## src/rtl/switching_decoder.sv

```systemverilog
// Gate-drive pattern decoder: synchronizes six gate levels, filters them for
// stability and reports the accepted inverter switching vector or a fault.
module switching_decoder #(
    parameter int unsigned STABLE_CYCLES = 4,
    parameter int unsigned DEAD_MAX      = 16
) (
    input  logic        clk,
    input  logic        rst_n,
    input  logic        t1,
    input  logic        t2,
    input  logic        t3,
    input  logic        t4,
    input  logic        t5,
    input  logic        t6,
    input  logic        fault_clr,
    output logic        s1,
    output logic        s2,
    output logic        s3,
    output logic        s4,
    output logic        s5,
    output logic        s6,
    output logic        s7,
    output logic        s8,
    output logic        vec_valid,
    output logic        fault,
    output logic [1:0]  fault_code,
    output logic [15:0] trans_count
);

    typedef enum logic [1:0] {
        ST_IDLE,
        ST_ACTIVE,
        ST_DEAD,
        ST_FAULT
    } state_e;

    localparam logic [1:0] CODE_NONE    = 2'b00;
    localparam logic [1:0] CODE_SHOOT   = 2'b01;
    localparam logic [1:0] CODE_TIMEOUT = 2'b10;

    state_e      state_q, state_d;
    logic [5:0]  sync1_q, sync2_q;
    logic [5:0]  cand_q, cand_d, filt_cand;
    logic [3:0]  cnt_q, cnt_d, filt_cnt;
    logic [7:0]  onehot_q, onehot_d;
    logic [2:0]  last_idx_q, last_idx_d;
    logic [7:0]  dead_cnt_q, dead_cnt_d;
    logic [1:0]  code_q, code_d;
    logic [15:0] trans_q, trans_d, trans_inc;

    logic        pat_shoot, pat_open, pat_valid, pat_dead, accept;
    logic [2:0]  idx;

    // Bit k-1 of the sample is tk; legs are (t1,t4), (t3,t6), (t5,t2).
    assign pat_shoot = (sync2_q[0] & sync2_q[3]) | (sync2_q[2] & sync2_q[5]) |
                       (sync2_q[4] & sync2_q[1]);
    assign pat_open  = (~sync2_q[0] & ~sync2_q[3]) | (~sync2_q[2] & ~sync2_q[5]) |
                       (~sync2_q[4] & ~sync2_q[1]);
    assign pat_dead  = ~pat_shoot & pat_open;
    assign pat_valid = ~pat_shoot & ~pat_open;
    assign idx       = {~sync2_q[4], ~sync2_q[0], ~sync2_q[2]};

    always_comb begin
        if (sync2_q != cand_q) begin
            filt_cand = sync2_q;
            filt_cnt  = 4'd1;
        end else begin
            filt_cand = cand_q;
            filt_cnt  = (cnt_q == '1) ? cnt_q : cnt_q + 4'd1;
        end
    end

    // Acceptance looks at the count this edge will store, so the vector
    // appears on the same edge the counter reaches STABLE_CYCLES.
    assign accept    = pat_valid && (filt_cnt == 4'(STABLE_CYCLES));
    assign trans_inc = (trans_q == '1) ? trans_q : trans_q + 16'd1;

    always_comb begin
        state_d    = state_q;
        cand_d     = filt_cand;
        cnt_d      = filt_cnt;
        onehot_d   = onehot_q;
        last_idx_d = last_idx_q;
        dead_cnt_d = dead_cnt_q;
        code_d     = code_q;
        trans_d    = trans_q;

        case (state_q)
            ST_IDLE: begin
                if (pat_shoot) begin
                    state_d = ST_FAULT;
                    code_d  = CODE_SHOOT;
                end else if (accept) begin
                    state_d    = ST_ACTIVE;
                    onehot_d   = 8'(1) << idx;
                    last_idx_d = idx;
                end
            end
            ST_ACTIVE: begin
                if (pat_shoot) begin
                    state_d  = ST_FAULT;
                    code_d   = CODE_SHOOT;
                    onehot_d = '0;
                end else if (pat_dead) begin
                    state_d    = ST_DEAD;
                    onehot_d   = '0;
                    dead_cnt_d = '0;
                end else if (accept && (idx != last_idx_q)) begin
                    onehot_d   = 8'(1) << idx;
                    last_idx_d = idx;
                    trans_d    = trans_inc;
                end
            end
            ST_DEAD: begin
                if (pat_shoot) begin
                    state_d = ST_FAULT;
                    code_d  = CODE_SHOOT;
                end else if (accept) begin
                    state_d    = ST_ACTIVE;
                    onehot_d   = 8'(1) << idx;
                    last_idx_d = idx;
                    if (idx != last_idx_q) begin
                        trans_d = trans_inc;
                    end
                end else if (dead_cnt_q == 8'(DEAD_MAX - 1)) begin
                    state_d = ST_FAULT;
                    code_d  = CODE_TIMEOUT;
                end else begin
                    dead_cnt_d = dead_cnt_q + 8'd1;
                end
            end
            ST_FAULT: begin
                if (fault_clr && !pat_shoot) begin
                    state_d = ST_IDLE;
                    code_d  = CODE_NONE;
                    cand_d  = '0;
                    cnt_d   = '0;
                end
            end
            default: state_d = ST_IDLE;
        endcase

        if (fault_clr && (state_q != ST_FAULT)) begin
            trans_d = '0;
        end
    end

    always_ff @(posedge clk or negedge rst_n) begin
        if (!rst_n) begin
            state_q    <= ST_IDLE;
            sync1_q    <= '0;
            sync2_q    <= '0;
            cand_q     <= '0;
            cnt_q      <= '0;
            onehot_q   <= '0;
            last_idx_q <= '0;
            dead_cnt_q <= '0;
            code_q     <= CODE_NONE;
            trans_q    <= '0;
        end else begin
            state_q    <= state_d;
            sync1_q    <= {t6, t5, t4, t3, t2, t1};
            sync2_q    <= sync1_q;
            cand_q     <= cand_d;
            cnt_q      <= cnt_d;
            onehot_q   <= onehot_d;
            last_idx_q <= last_idx_d;
            dead_cnt_q <= dead_cnt_d;
            code_q     <= code_d;
            trans_q    <= trans_d;
        end
    end

    assign {s8, s7, s6, s5, s4, s3, s2, s1} = onehot_q;
    assign vec_valid   = (state_q == ST_ACTIVE);
    assign fault       = (state_q == ST_FAULT);
    assign fault_code  = code_q;
    assign trans_count = trans_q;

endmodule

```

## config.mk

```make
export PLATFORM = sky130hd
export DESIGN_NAME = switching_decoder
export DESIGN_NICKNAME = d
export VERILOG_FILES = /design/src/rtl/switching_decoder.sv
export SDC_FILE = /design/constraint.sdc
export NUM_CORES = 1
export LEC_CHECK = 0
export ABC_AREA = 1
export CORE_ASPECT_RATIO = 1.25
export CORE_MARGIN = 4
export CORE_UTILIZATION = 45
export DETAILED_ROUTE_END_ITERATION = 10
export GPL_TIMING_DRIVEN = 0
export PLACE_DENSITY = 0.77
export SYNTH_ARGS = -nofsm -noshare
export SYNTH_HDL_FRONTEND = slang
export SYNTH_SLANG_ARGS = --single-unit
```

## constraint.sdc

```tcl
create_clock -name clk -period 3.8 [get_ports clk]
set_input_delay 1.14 -clock clk [delete_from_list [all_inputs] [get_ports clk]]
set_output_delay 1.14 -clock clk [all_outputs]
set_load 0.01 [all_outputs]
```

==> impl_metrics.csv <==
group,metric,value,unit
timing,slew_at_the_pin_closest_to_its_max_slew_limit,0.560,ns
logic_synthesis,syn_area_per_cell,8.03,sq um
pwr,post-layout-total-power,0.00219,W
floorplanning,core_area,7060,sq um
logic_synthesis,synth_nets,424,
layout,nFillCells,659,
critical_path,timing.critical_path.arrival,1.72,ns
run_status,outcome,"finished clean",
hold_path,holdCritPathClass,"reg2reg",
timing,rsz0062_at_grt,"no",
pwr,cellLeakagePower,1.94,nW
cts,numClockSinks,61,
critical_path,max_stage_delay,0.60,ns
floorplanning,die_width,84.7,microns
cts,worst_skew_pair_latency,0.35,ns
drt,first_pass_iters,6,
timing,max_freq,0.350,GHz
layout,layout.nets,472,
pwr,power-per-cell-area,548,nW/um^2
logic_synthesis,synth_largest_area_cell,"dfrtp_1",
timing,final-hold-violation-count,0,
drt,routed_via_density,5.08,
logic_synthesis,ys_top_cells_by_area,"dfrtp_1 (46%), nand2_1 (14%), nand3_1 (4.8%)",
layout,layout.cells.most_common,"nand2_1",
cts,cts-htree-levels,3,
cts,clk_pin_slew,0.08,ns
layout,final-instance-count-excl-fill,555,
logic_synthesis,postSynthCellCount,412,
job,maxCapViolations,0,
critical_path,crit_path_start_kind,"flip-flop",
logic_synthesis,yosys.cell_types.count,29,
logic_synthesis,ys_async_sr_fraction,100,%
layout,areaGrowthSynthToFinish,21.0,%
drt,route.detailed.drc,0,
timing,period_minus_slack,2.86,ns
global_routing,overflow,0,
global_routing,grt_first_pass_wirelength,12300,microns
logic_synthesis,synth_enable_flop_cells,0,
drt,drtAntennaViolNets,0,
global_routing,first_global_vias,2810,
cts,cts_root_buf,"clkbuf_8",
global_routing,total_global_route_track_usage,16.7,%
timing,finalMaxSlewViolations,0,
place,post-place-cells,539,
global_routing,maximum_number_of_pins_on_one_net_before_global_route_repair,40,
floorplanning,top_level_ports,37,
timing,finalWorstSetupSlack,0.942,ns
cts,hold_fix_buffer_count_after_cts,0,
timing,finClkSkew,0.0115,ns
logic_synthesis,yosys_register_bits,61,
cts,cts_max_path_buffers,2,
logic_synthesis,synth-warning-count,0,
layout,drive_above_1_share,12.9,%
cts,tritoncts_clock_tree,"built",
critical_path,cp_slowest_cell,"clkdlybuf4s50_1",
floorplanning,num_rows,34,
floorplanning,design.die.area,8790,sq um
layout,antenna-diode-count,0,
drt,wire_length_per_cell,12.5,microns
timing,setup-violations-final,0,
cts,cts-resized-gates,0,
floorplanning,start_util,46.8,%
timing,fin_crit_sh,75.2,%
critical_path,end_kind,"output port",
critical_path,required,2.66,ns
critical_path,crit_path_max_fanout,7,
critical_path,critical_path_start_end_classification,"reg2out",
critical_path,ordered_cell_list_for_the_critical_path,"nor2_2 -> clkdlybuf4s50_1",
global_routing,number_of_antenna_violations_at_the_first_check_in_global_routing,0,
drt,via_count,2817,
pwr,vdd.ir_drop.worst,0.361,mV
cts,post-cts-setup-buffers,0,
drt,detail_route.iter0.violations,176,
drt,wl,6950,microns
cts,cts_buffers,9,
place,preCtsSetupSlack,1.33,ns
logic_synthesis,synth_seq_area_share,46.2,%
logic_synthesis,post_synth_instance_area,3310,sq um
timing,timing.max_slew.rel_slack,62.5,%
place,routability_congestion_estimate,0.897,
floorplanning,floorplan.die.height,104,microns
logic_synthesis,synth_top_area_share,46.2,%
logic_synthesis,ys_dominant_reg_cell,"dfrtp_1",
layout,mostFrequentLayoutCells,"nand2_1 (123), dfrtp_1 (61), nor2_1 (37), inv_1 (36), clkdlybuf4s50_1 (35)",
place,portBuffers,36,
place,dpl.hpwl,5020,microns
==> routing by layer <==
metal,global-route usage (%),vias up,routed length [microns]
li1,-,1428,-
met4,8.14,0,118
met2,27.9,67,3440
met3,3.10,13,294
met1,20.5,1309,3090
met5,0,-,0
==> through the flow <==
step | hold slack [ns] | util (%) | setup TNS (ns) | area, sq um
after CTS | 0.346 | 56.6 | 0 | 4000
after global routing | 0.350 | 56.6 | 0 | 4000
after global placement | 0.333 | 53.5 | -21.23 | 3780
after detailed placement | 0.335 | 53.7 | 0 | 3790
after floorplan | 0.331 | - | 0 | 3310
final | 0.343 | 56.6 | 0 | 4000
==> final cells by class <==
| type | instances | area, sq um | share of cell area [%] |
|---|---|---|---|
| Buffer | 11 | 73.8 | 1.85 |
| Clock buffer | 9 | 124 | 3.10 |
| Clock inverter | 7 | 81.3 | 2.03 |
| Inverter | 39 | 149 | 3.72 |
| Multi-Input combinational cell | 301 | 1560 | 38.9 |
| Sequential cell | 61 | 1530 | 38.2 |
| Tap cell | 90 | 113 | 2.82 |
| Timing Repair Buffer | 37 | 375 | 9.38 |
==> report_power, final <==
| group | total, W | internal, W | switching, W | leakage, nW |
|---|---|---|---|---|
| Clock | 0.000608 | 0.000313 | 0.000295 | 0.101 |
| Sequential | 0.000819 | 0.000747 | 0.0000719 | 0.791 |
| Combinational | 0.000766 | 0.000283 | 0.000483 | 1.05 |
| Total | 0.00219 | 0.00134 | 0.000851 | 1.94 |
==> worst max-delay path: cells and delay by family, from the launching register on <==
family / cells / cell delay, ns
buffers and inverters: 1 / 0.60
flip-flops: 1 / 0.44
AND/OR/NAND/NOR: 1 / 0.33
==> sequential cells by signal (all words and copies together), names as in the netlist <==
| name | cells |
|---|---|
| dead_cnt_q | 8 |
| fault_code | 2 |
| cand_q | 6 |
| onehot_q | 8 |
| last_idx_q | 3 |
| sync2_q | 6 |
| sync1_q | 6 |
| state_q | 2 |
| trans_count | 16 |
| cnt_q | 4 |
==> worst paths after layout <==
path | start | slack (ns) | endpoint | cells past startpoint
max | state_q[1]$_DFFE_PN0P_ | 0.94 | vec_valid | 2
min | sync1_q[3]$_DFF_PN0_ | 0.34 | sync2_q[3]$_DFF_PN0_ | 0
max reg2reg | cnt_q[0]$_DFF_PN0_ | 1.64 | trans_count[3]$_DFFE_PN0P_ | 11
min reg2reg | sync1_q[3]$_DFF_PN0_ | 0.34 | sync2_q[3]$_DFF_PN0_ | 0
max in group asynchronous | rst_n | 2.45 | trans_count[15]$_DFFE_PN0P_ | 2
min in group asynchronous | rst_n | 0.75 | sync1_q[4]$_DFF_PN0_ | 1
==> synthesized netlist by cell type, types with 2 or more instances <==
cell and number:
a21oi_1 5, a22oi_1 2, buf_2 5, buf_4 3, buf_6 2, dfrtp_1 61
ha_1 3, inv_1 36, inv_2 2, nand2_1 123, nand2_2 2, nand2_4 2
nand3_1 32, nand3_2 13, nand4_1 19, nor2_1 37, nor2_2 2, nor2_4 3
nor3_1 12, nor4_1 2, o21ai_0 16, or2_2 5, xnor2_1 3, xor2_1 17
==> kinds of logic (layout without fill, tap and decap cells) <==
logic type | after synthesis | count (layout) | share of synthesized area (%)
and+or+nand+nor | 252 | 252 | 36.1
DFF | 61 | 61 | 46.2
buffers and inverters | 50 | 103 | 6.73
AOI/OAI and AO/OA | 26 | 26 | 4.54
xor gates and xnor gates | 20 | 20 | 5.30
adders and majority gates | 3 | 3 | 1.14
Power figures use the tool's default switching activity.
